===== config.mk =====
export PLATFORM = sky130hd
export DESIGN_NAME = modulo_residual_diff
export DESIGN_NICKNAME = d
export VERILOG_FILES = /design/src/rtl/usf_pkg.sv /design/src/rtl/mod_fold.sv /design/src/rtl/modulo_residual_diff.sv
export SDC_FILE = /design/constraint.sdc
export NUM_CORES = 1
export LEC_CHECK = 0
export CORE_MARGIN = 8
export CORE_UTILIZATION = 50
export CTS_CLUSTER_DIAMETER = 50
export DETAILED_ROUTE_END_ITERATION = 10
export GPL_TIMING_DRIVEN = 0
export PLACE_DENSITY_LB_ADDON = 0.3
export SETUP_SLACK_MARGIN = 0.5
export SYNTH_ARGS = -nofsm -noshare
export SYNTH_HDL_FRONTEND = slang
export SYNTH_SLANG_ARGS = --single-unit
export TNS_END_PERCENT = 5

===== constraint.sdc =====
create_clock -name clk -period 4.9 [get_ports clk]
set_input_delay 0.735 -clock clk [delete_from_list [all_inputs] [get_ports clk]]
set_output_delay 0.735 -clock clk [all_outputs]
set_load 0.01 [all_outputs]

===== src/rtl/usf_pkg.sv =====
// Shared definitions for the unlimited-sampling (USF) reconstruction blocks:
// default sample width, modulo threshold and the two-state sequencing enum.
package usf_pkg;

    localparam int USF_WIDTH  = 16;
    localparam int USF_LAMBDA = 10;

    typedef enum logic {
        PRIME = 1'b0,
        RUN   = 1'b1
    } usf_state_e;

endpackage


===== src/rtl/mod_fold.sv =====
// Single-step modulo fold of a difference into [-LAMBDA, LAMBDA).
// The input is one bit wider than a sample so that sample differences never overflow.
module mod_fold
    import usf_pkg::*;
#(
    parameter int WIDTH  = USF_WIDTH,
    parameter int LAMBDA = USF_LAMBDA
) (
    input  logic signed [WIDTH:0] dy,
    output logic signed [WIDTH:0] folded
);

    localparam logic signed [WIDTH:0] LAM     = (WIDTH+1)'(LAMBDA);
    localparam logic signed [WIDTH:0] TWO_LAM = (WIDTH+1)'(2 * LAMBDA);

    // Differences of in-range samples are within one wrap, so one correction suffices.
    always_comb begin
        folded = dy;
        if (dy >= LAM) begin
            folded = dy - TWO_LAM;
        end else if (dy < -LAM) begin
            folded = dy + TWO_LAM;
        end
    end

endmodule


===== src/rtl/modulo_residual_diff.sv =====
// Residual difference e[k] = M(dy) - dy of a modulo-folded sample stream, where
// dy is the first difference; three register levels give output two cycles after capture.
module modulo_residual_diff
    import usf_pkg::*;
#(
    parameter int WIDTH  = USF_WIDTH,
    parameter int LAMBDA = USF_LAMBDA
) (
    input  logic                    clk,
    input  logic                    reset,
    input  logic                    valid_in,
    input  logic signed [WIDTH-1:0] sample_in,
    output logic                    valid_out,
    output logic signed [WIDTH-1:0] residual_diff_out,
    output logic                    range_err
);

    localparam logic signed [WIDTH-1:0] LAM_POS = WIDTH'(LAMBDA);
    localparam logic signed [WIDTH-1:0] LAM_NEG = -LAM_POS;

    // |e| <= 2*LAMBDA < 2^(WIDTH-1), so dropping the top bit is exact.
    function automatic logic signed [WIDTH-1:0] trunc_res(input logic signed [WIDTH:0] v);
        return $signed(v[WIDTH-1:0]);
    endfunction

    usf_state_e state_q, state_d;
    logic       issue_run;
    logic       sample_oor;

    logic signed [WIDTH-1:0] prev_sample;
    logic signed [WIDTH-1:0] smp_p0, prv_p0;
    logic                    vld_p0, oor_p0;
    logic signed [WIDTH:0]   dy_c;
    logic signed [WIDTH:0]   dy_p1;
    logic                    vld_p1, oor_p1;
    logic signed [WIDTH:0]   folded_p1;
    logic signed [WIDTH:0]   e_p1;
    logic signed [WIDTH-1:0] res_p2;
    logic                    vld_p2;

    always_ff @(posedge clk) begin
        if (reset) begin
            state_q <= PRIME;
        end else begin
            state_q <= state_d;
        end
    end

    always_comb begin
        state_d = state_q;
        if (state_q == PRIME && valid_in) begin
            state_d = RUN;
        end
    end

    always_comb begin
        issue_run = valid_in && (state_q == RUN);
    end

    assign sample_oor = (sample_in >= LAM_POS) || (sample_in < LAM_NEG);

    // Stage p0: capture the sample and the previously accepted one.
    always_ff @(posedge clk) begin
        if (reset) begin
            prev_sample <= '0;
            smp_p0      <= '0;
            prv_p0      <= '0;
            vld_p0      <= 1'b0;
            oor_p0      <= 1'b0;
        end else begin
            vld_p0 <= issue_run;
            oor_p0 <= valid_in && sample_oor;
            if (valid_in) begin
                prev_sample <= sample_in;
                smp_p0      <= sample_in;
                prv_p0      <= prev_sample;
            end
        end
    end

    assign dy_c = $signed({smp_p0[WIDTH-1], smp_p0}) - $signed({prv_p0[WIDTH-1], prv_p0});

    // Stage p1: full-precision first difference.
    always_ff @(posedge clk) begin
        if (reset) begin
            dy_p1  <= '0;
            vld_p1 <= 1'b0;
            oor_p1 <= 1'b0;
        end else begin
            vld_p1 <= vld_p0;
            oor_p1 <= oor_p0;
            if (vld_p0) begin
                dy_p1 <= dy_c;
            end
        end
    end

    mod_fold #(
        .WIDTH  (WIDTH),
        .LAMBDA (LAMBDA)
    ) u_fold (
        .dy     (dy_p1),
        .folded (folded_p1)
    );

    assign e_p1 = folded_p1 - dy_p1;

    // Stage p2: residual output register and sticky range flag.
    always_ff @(posedge clk) begin
        if (reset) begin
            res_p2    <= '0;
            vld_p2    <= 1'b0;
            range_err <= 1'b0;
        end else begin
            vld_p2 <= vld_p1;
            if (oor_p1) begin
                range_err <= 1'b1;
            end
            if (vld_p1) begin
                res_p2 <= trunc_res(e_p1);
            end
        end
    end

    assign valid_out         = vld_p2;
    assign residual_diff_out = res_p2;

endmodule

==> results of run 1 <==
worst min-delay path: stages (launching register included):
cell and delay, ns:
dfxtp_1 0.31, nor2_1 0.03, nor2_1 0.06
flip-flops by register name, summed over array words and instances (netlist names):
signal / flops
valid_out: 1
oor_p0: 1
prv_p0: 16
vld_p0: 1
range_err: 1
state_q: 1
smp_p0: 16
residual_diff_out: 14
dy_p1: 17
oor_p1: 1
vld_p1: 1
layout make-up:
type                    instances  area share
plain buffers                  26      0.0237
flip-flops and latches         70       0.265
repair buffers                 33      0.0625
well taps                     111      0.0263
clock buffers                  11      0.0268
clock inverters                 5      0.0154
multi-input cells             418       0.552
inverters                      40      0.0284
synthesized netlist by cell type, types with 11 or more instances:
| cell type | number | area (sq um) |
|---|---|---|
| nand3_1 | 11 | 55.1 |
| nor2_1 | 74 | 278 |
| ha_1 | 33 | 413 |
| o21ai_0 | 20 | 100 |
| nand2b_1 | 12 | 75.1 |
| a21oi_1 | 32 | 160 |
| mux2i_1 | 44 | 440 |
| nand2_1 | 26 | 97.6 |
| a21o_1 | 11 | 82.6 |
| dfxtp_1 | 70 | 1400 |
| inv_1 | 40 | 150 |
| xnor2_1 | 18 | 158 |
| clkbuf_1 | 18 | 67.6 |
placed cells by master, fill, tap and decap left out, types with 8 or more instances in the layout:
master and count:
mux2i_1 44, a211oi_1 8, inv_1 40, dfxtp_1 70, ha_1 33, nor2b_1 9
nand3_1 11, nor3_1 9, clkbuf_1 19, a21oi_1 32, nor4_1 9, nor2_1 74
o21ai_0 20, a21o_1 11, nand2b_1 12, clkbuf_8 11, xnor2_1 18, clkdlybuf4s50_1 33
nand2_1 26
report_power, final:
group	leakage, nW	switching (mW)	internal, mW
Sequential	0.571	0.0208	0.595
Clock	0.110	0.234	0.302
Combinational	1.40	0.400	0.328
Total	2.08	0.655	1.23
cells by family (layout without fill, tap and decap cells):
kind of cell	Yosys count	count (layout)
and+or+nand+nor	195	195
AOI/OAI and AO/OA	119	119
DFF	70	70
buffers and inverters	66	115
muxes	44	44
adders and majority gates	34	34
xor gates and xnor gates	24	24
other	1	2
metrics by stage:
stage                util  cell area (sq um)  worst slack, ns  hold slack [ns]  cells
floorplan               -               4590             1.52            0.411    554
global placement    0.558               5060             1.10            0.418    698
detailed placement  0.558               5060            0.996            0.425    698
CTS                 0.583               5280            0.966            0.439    714
global route        0.583               5280            0.623            0.468    714
finish              0.583               5280            0.976            0.437    714
layer usage:
metal / vias to the layer above / share of wire / GRT usage
met5: - / 0 / 0
met4: 0 / 0.034 / 0.0994
met3: 26 / 0.037 / 0.0330
met2: 73 / 0.48 / 0.315
met1: 1794 / 0.45 / 0.199
li1: 2066 / - / -
how the worst max path moves through the flow:
stage | to | slack [ns] | from | depth (start not counted)
floorplan | residual_diff_out[10] | 1.52 | dy_p1[6] | 14
global placement | residual_diff_out[10] | 1.10 | dy_p1[2] | 15
detailed placement | residual_diff_out[10] | 1.0 | dy_p1[2] | 15
CTS | residual_diff_out[10] | 0.97 | dy_p1[2] | 15
global route | residual_diff_out[10] | 0.62 | dy_p1[2] | 15
finish | residual_diff_out[10] | 0.98 | dy_p1[2] | 15
==> metrics, run 1 <==
status=finished clean; crit path cell chain=inv_1 > ha_1 > nor2b_1 > o21ai_0 > a31oi_4 > inv_1 > mux2i_1 > a31o_2 > ha_1 > o21a_1 > o221ai_1 > o21ai_0 > a21oi_1 > or4_1 > o211ai_1; post-CTS setup buffers=0; vias=3,959; io pins=37; number of global-route vias before repair=4,021; Die Area=12,500 sq um; Synth Area in Compound Gates=0.176; Reg clk slew, reported paths=0.08 ns; hold buffers post-CTS=0; Fin. Hold Viols=0; die height=112 microns; Synth Register Bits=70; Sequential Area=1400 sq um; Inserted Diodes=0; reg2reg start=dy_p1[2]; asr flop ratio synth=0; Final min period=3.92 ns; hpwl dp=8340 microns; Worst Tran Pin Value=0.738 ns; worst vdd ir=0.216 mV; cell depth of the worst hold path=2; IO Port Bufs=33; Clock Latency Late Sink=0.35 ns; Worst Hold End=range_err; first-pass GRT wire length=18,500 microns; CTS sink count=70; CTS tree=built; Die Wd=112 microns; Hold Path Class=flip-flop to flip-flop; Total GRT Usage=0.179; RSZ-0062 raised after global routing=false; worst-path fanout max=9; Post-synth EDFFs=0; CTS Buffer Depth=2; Avg Cell Area, Syn=8.29 sq um; Syn Std Cell Area=4590 sq um; TritonCTS Buffers=9; post-CTS resize count=0; Post-DRT Antenna Nets=0; Multi-input gate area=2910 sq um; area grow syn2layout=15.2%; drt wl/cell=15.0 microns; Critical Path Sink Type=flip-flop; vias per cell=5.54; Post-layout nets=651; Reg2Reg Setup Slack=0.98 ns; crit path max-delay cell type=dfxtp_1; Mapped Cells=553; crit path DAT=4.20 ns; crit start category=flip-flop; largest net degree at the start of global routing=13; antenna violations before repair=0; core area=9060 sq um; Overflow after GRT=0; Final period util=0.801; Fmax=255 MHz; endpoints failing setup=0; Overall Power=1.88 mW; initial core utilization=0.506; router iterations before antenna repair=4; synth warn=0; WL final=10,700 microns; largest family of logic cells by synthesized area=simple AND/OR/NAND/NOR gates; DRC=0; Worst Path Class, Setup=flip-flop to flip-flop; root buffer cell=clkbuf_8; adder-cell share of the synthesized area=0.0944; CTS H-tree depth=3; mux share of post-synthesis cell area=0.0960; Critical Path Max Stage Delay=0.48 ns; CP required=5.17 ns; layout cells sized above 1=0.0547; Worst R2R Path Depth=15; library cells used by synthesis=65; Final GP Congestion=0.897; leak pwr=2.08 nW; fillers=841; R2R Path End=residual_diff_out[10]; CP bufs+invs=2; post-synthesis simple-gate area fraction=0.221; Hold Path Origin=oor_p1; Clock Skews=0.00858 ns; Slew Limit Headroom=0.508; row cnt=35; Main synth FF type=dfxtp_1; fin. max-slew vios=0; family with the most delay on the worst path=compound AO/OA/AOI/OAI gates; total of max-cap violations=0; Setup Total Neg Slack=0 ns; Seq/Total Area, Yosys=0.306; initial DRC count=198; Synth Area in XOR/XNOR=0.0458; PwrDens=356 nW/um^2
Power figures use the tool's default switching activity.
==> run 2, diff against run 1 <==
Clock period 4.9 ns to 3.5 ns, I/O delays scaled along.
==> metrics, run 2 (synthesized netlist as in run 1, its figures left out) <==
Worst Path Class, Setup=flip-flop to flip-flop; Hold Path Origin=oor_p0; Fmax=296 MHz (+16%); Overall Power=2.80 mW (+49%); Sequential Area=1410 sq um (+0.54%); Final GP Congestion=0.904 (+0.85%); worst-path fanout max=6 (-3); design area=5530 sq um (+4.6%); Worst Setup EP=residual_diff_out[11]; CTS Buffer Depth=2 (unchanged); Final min period=3.37 ns (-0.550 ns); leak pwr=2.12 nW (+2.1%); vias=4,097 (+3.5%); router iterations before antenna repair=4 (unchanged); area grow syn2layout=20.5%; TritonCTS Buffers=9 (unchanged); reg2reg start=dy_p1[14]; RSZ-0062 raised after global routing=true; Clock Skews=0.0122 ns (+0.00363 ns); crit start category=flip-flop; initial core utilization=0.506 (unchanged); Clock Latency Late Sink=0.35 ns (about the same); row cnt=35 (unchanged); CP Launch Point=dy_p1[14]; max reg flops=17 (unchanged); fillers=820 (-2.5%); commonest non-fill, non-tap cell in the layout=nor2_1; Reg2Reg Setup Slack=0.13 ns (-0.85 ns); Worst R2R Path Depth=12 (-3); largest net degree at the start of global routing=14 (+1); number of global-route vias before repair=4,013 (-0.20%); layout cells sized above 1=0.129 (+0.0744); first-pass GRT wire length=18,600 microns (+0.63%); total of max-cap violations=0 (unchanged); Post-layout nets=660 (+1.4%); vias per cell=5.67 (+2.2%); Total GRT Usage=0.180 (+0.00116); root buffer cell=clkbuf_8; Slew Limit Headroom=0.505 (-0.00301); worst vdd ir=0.362 mV (+68%); endpoints failing setup=0 (unchanged); Hold Path Class=flip-flop to flip-flop; WL final=11,200 microns (+4.4%); CTS sink count=70 (unchanged); Worst Tran Pin Value=0.743 ns (+0.00452 ns); Multi-input gate area=3100 sq um (+6.3%); io pins=37 (unchanged); CTS H-tree depth=3 (unchanged); status=finished clean; DRC=0 (unchanged); fin. max-slew vios=0 (unchanged); hpwl dp=8350 microns (+0.16%); Post-DRT Antenna Nets=0 (unchanged); Overflow after GRT=0 (unchanged); CTS tree=built; Die Area=12,500 sq um (unchanged); Critical Path Sink Type=flip-flop; Inserted Diodes=0 (unchanged); CP required=3.76 ns (-1.41 ns); core area=9060 sq um (unchanged); Placed Area=5080 sq um (+0.45%); die height=112 microns (unchanged); PwrDens=506 nW/um^2 (+42%); antenna violations before repair=0 (unchanged); drt wl/cell=15.5 microns (+3.1%); R2R Path End=residual_diff_out[11]; commonest non-fill, non-tap cells in the layout=74 x nor2_1, 64 x dfxtp_1, 44 x mux2i_1, 39 x inv_1, 33 x clkdlybuf4s50_1; largest reg by FF count=dy_p1; top flop regs=dy_p1: 17 flops, prv_p0: 16 flops, smp_p0: 16 flops; crit path DAT=3.64 ns (-0.56 ns); Fin. Hold Viols=0 (unchanged); Die Wd=112 microns (unchanged); initial DRC count=149 (-25%); Reg clk slew, reported paths=0.08 ns (about the same); Final period util=0.964 (+0.163); IO Port Bufs=33 (unchanged)
[run 2: cell count changes in the layout (fill, tap and decap cells not counted), moves of 4 or more]
cell     before  now
a21oi_1      32   28
buf_4         2   10
dfxtp_1      70   64
dfxtp_2       0    6
ha_1         33   26
ha_2          0    5
o21ai_0      20   15
[run 2: per-stage QoR]
stage	instances	utilization	worst slack, ns	TNS [ns]	hold slack [ns]
6_report	723	0.610	0.126	0	0.456
5_1_grt	723	0.610	-0.0290	-0.0453	0.462
4_1_cts	719	0.594	0.146	0	0.451
3_5_place_dp	698	0.561	-0.00995	-0.0116	0.443
3_3_place_gp	698	0.561	0.0764	0	0.419
2_1_floorplan	554	-	0.409	0	0.411
[run 2: worst min-delay path by stage]
stage	endpoint	slack [ns]	depth (start not counted)
after floorplan	range_err	0.41	2
after global placement	range_err	0.42	2
after detailed placement	oor_p1	0.44	1
after CTS	oor_p1	0.45	1
after global routing	oor_p1	0.46	1
final	oor_p1	0.46	1
[run 2: area by class of cell]
| class | count | area share |
|---|---|---|
| Sequential cell | 70 | 0.255 |
| Tap cell | 111 | 0.0251 |
| Multi-Input combinational cell | 418 | 0.560 |
| Timing Repair Buffer | 42 | 0.0727 |
| Clock buffer | 10 | 0.0231 |
| Buffer | 26 | 0.0238 |
| Inverter | 40 | 0.0272 |
| Clock inverter | 6 | 0.0127 |
[run 2: layer usage]
layer  global-route usage  vias up  wire (microns)
li1                     -     2074               -
met1                0.199     1917            4940
met2                0.332       85            5660
met3               0.0395       21             372
met4               0.0611        0             230
met5                    0        -               0
[run 2: timing repair]
| item | CTS | global route |
|---|---|---|
| endpoints found under the setup margin | 12 | 12 |
| pin swaps | 8 | 18 |
| setup buffers | 5 | 4 |
| hold buffers | 0 | 0 |
| hold endpoints to repair | 0 | 0 |
| gates resized for setup | 15 | 25 |
[run 2: critical path, cell delays in order, from the launching register on]
cell,delay [ns]
dfxtp_2,0.35
or4_4,0.54
nor4_4,0.30
a31oi_4,0.19
inv_2,0.12
mux2i_1,0.07
a31o_2,0.25
ha_4,0.28
nor2b_4,0.16
o2111ai_4,0.13
and4b_2,0.28
or3_4,0.37
a311oi_2,0.26
[run 2: power breakdown]
group,internal (mW),switching (mW),total (mW),leakage (nW)
combinational,0.606,0.668,1.27,1.46
clock,0.333,0.326,0.659,0.0891
sequential,0.834,0.0296,0.864,0.574
total,1.77,1.02,2.80,2.12
==> run 3, diff against run 2 <==
--- a/config.mk
+++ b/config.mk
@@ -7,3 +7,3 @@
 export LEC_CHECK = 0
-export CORE_MARGIN = 8
+export CORE_MARGIN = 4
 export CORE_UTILIZATION = 50
==> constraint.sdc (replaced) <==
create_clock -name clk -period 3.5 [get_ports clk]
set_input_delay 0.7 -clock clk [delete_from_list [all_inputs] [get_ports clk]]
set_output_delay 0.7 -clock clk [all_outputs]
set_load 0.01 [all_outputs]
==> metrics, run 3 (synthesized netlist as in run 1, its figures left out) <==
Hold Path Class=flip-flop to flip-flop; Slew Limit Headroom=0.521 (+0.0157); max reg flops=17 (unchanged); vias per cell=5.65 (-0.38%); commonest non-fill, non-tap cells in the layout=74 x nor2_1, 65 x dfxtp_1, 44 x mux2i_1, 39 x inv_1, 33 x clkdlybuf4s50_1; share of power burned in registers=0.302 (-0.007); DRC=0 (unchanged); fillers=745 (-9.1%); Final period util=0.992 (+0.0280); worst-path fanout max=6 (unchanged); top flop regs=dy_p1: 17 flops, prv_p0: 16 flops, smp_p0: 16 flops; CTS H-tree depth=3 (unchanged); first-pass GRT wire length=16,900 microns (-9.5%); Fin. Hold Viols=0 (unchanged); placed insts=695 (-0.43%); io pins=37 (unchanged); Total GRT Usage=0.187 (+0.00693); Worst Path Class, Setup=flip-flop to flip-flop; CTS sink count=70 (unchanged); Critical Path Sink Type=flip-flop; Final Util=0.637 (+0.0272); Overflow after GRT=0 (unchanged); core area=8810 sq um (-2.9%); CTS Buffer Depth=2 (unchanged); number of global-route vias before repair=3,711 (-7.5%); design area=5610 sq um (+1.5%); PwrDens=510 nW/um^2 (+0.72%); router iterations before antenna repair=5 (+1); TritonCTS Buffers=9 (unchanged); status=finished clean; Clock power frac=0.233 (-0.003); vias=4,121 (+0.59%); crit start category=flip-flop; layout cells sized above 1=0.135 (+0.00596); die height=104 microns (-7.2%); largest reg by FF count=dy_p1; Die Wd=104 microns (-7.2%); largest net degree at the start of global routing=14 (unchanged); Sequential Area=1410 sq um (about the same); P_int=1.80 mW (+1.7%); Fmax=288 MHz (-2.8%); antenna violations before repair=0 (unchanged); total of max-cap violations=0 (unchanged); fin. max-slew vios=0 (unchanged); worst vdd ir=0.361 mV (-0.15%); Clock Latency Late Sink=0.36 ns (about the same); Die Area=10,800 sq um (-14%); Worst Tran Pin Value=0.719 ns (-0.0236 ns); hold buffers post-CTS=0 (unchanged); WL final=10,800 microns (-3.2%); Placed Area=5080 sq um (about the same); Setup Total Neg Slack=0 ns (unchanged); initial DRC count=138 (-7.4%); Gate power share=0.465 (+0.010); CP required=3.72 ns (-0.04 ns); hpwl dp=7820 microns (-6.4%); Multi-input gate area=3110 sq um (+0.28%); Final GP Congestion=0.920 (+1.8%); Post-DRT Antenna Nets=0 (unchanged); drt wl/cell=14.9 microns (-4.2%); Final min period=3.47 ns (+0.0982 ns); Inserted Diodes=0 (unchanged); crit path DAT=3.69 ns (+0.05 ns); Sw Ratio=0.369 (+0.00282); Clock Skews=0.0145 ns (+0.00234 ns); IO Port Bufs=33 (unchanged); leak pwr=2.19 nW (+2.9%); RSZ-0062 raised after global routing=true; endpoints failing setup=0 (unchanged); Reg clk slew, reported paths=0.09 ns (about the same); Final Non-Filler Cells=730 (+0.97%); net switching power=1.05 mW (+3.0%); root buffer cell=clkbuf_8; commonest non-fill, non-tap cell in the layout=nor2_1; CTS tree=built; Overall Power=2.86 mW (+2.2%); area grow syn2layout=22.3%; initial core utilization=0.521 (+0.0149); Post-layout nets=670 (+1.5%); row cnt=34 (-2.9%); Reg2Reg Setup Slack=0.03 ns (-0.10 ns)
[run 3: cell count changes in the layout (fill, tap and decap cells not counted), sizes merged]
cell,previous run,this run
inv,41,42
clkinv,1,0
buf,16,26
[run 3: timing repair]
item	CTS	global route
buffers inserted	3	16
resized for setup	9	27
pin swaps	7	26
setup endpoints to repair	12	12
gates cloned	0	0
[run 3: through the flow]
stage	hold slack [ns]	setup WS (ns)
after global placement	0.422	0.110
final	0.437	0.0277
after CTS	0.442	0.106
after detailed placement	0.422	0.0284
after global routing	0.463	-0.0893
after floorplan	0.411	0.409
[run 3: power groups by stage]
stage / sequential (mW) / clock [mW] / combinational, mW
final: 0.862 / 0.666 / 1.33
after global routing: 0.868 / 0.712 / 1.45
after CTS: 0.863 / 0.679 / 1.10
after detailed placement: 0.881 / 0 / 1.03
after global placement: 0.879 / 0 / 1.00
after floorplan: 0.877 / 0 / 0.818
[run 3: final timing paths]
check / from / end / cells after the start
worst max-delay path: dy_p1[12] / residual_diff_out[13] / 13
worst min-delay path: oor_p0 / oor_p1 / 1
worst max register to register: dy_p1[12] / residual_diff_out[13] / 13
worst min register to register: oor_p0 / oor_p1 / 1
[run 3: worst max-delay path, cell delays in order, from the launching register on]
cell       delay [ns]
dfxtp_4          0.35
or4_4            0.54
nor4_4           0.31
a31oi_4          0.18
nand3_1          0.17
o22ai_1          0.13
xnor2_1          0.16
ha_1             0.35
a21o_1           0.21
a21oi_2          0.26
o2111ai_2        0.19
a31oi_1          0.26
xnor2_1          0.15
o22ai_1          0.09
[run 3: final cells by class]
| class | count | area share |
|---|---|---|
| Tap cell | 108 | 0.0241 |
| Clock inverter | 6 | 0.0125 |
| Timing Repair Buffer | 52 | 0.0850 |
| Clock buffer | 10 | 0.0228 |
| Buffer | 26 | 0.0234 |
| Inverter | 40 | 0.0268 |
| Sequential cell | 70 | 0.252 |
| Multi-Input combinational cell | 418 | 0.554 |
[run 3: per-layer routing]
layer	part of all wire	global-route usage	vias to the layer above
li1	-	-	2104
met1	0.43	0.218	1906
met2	0.50	0.340	89
met3	0.041	0.0404	22
met4	0.026	0.0598	0
met5	0	0	-
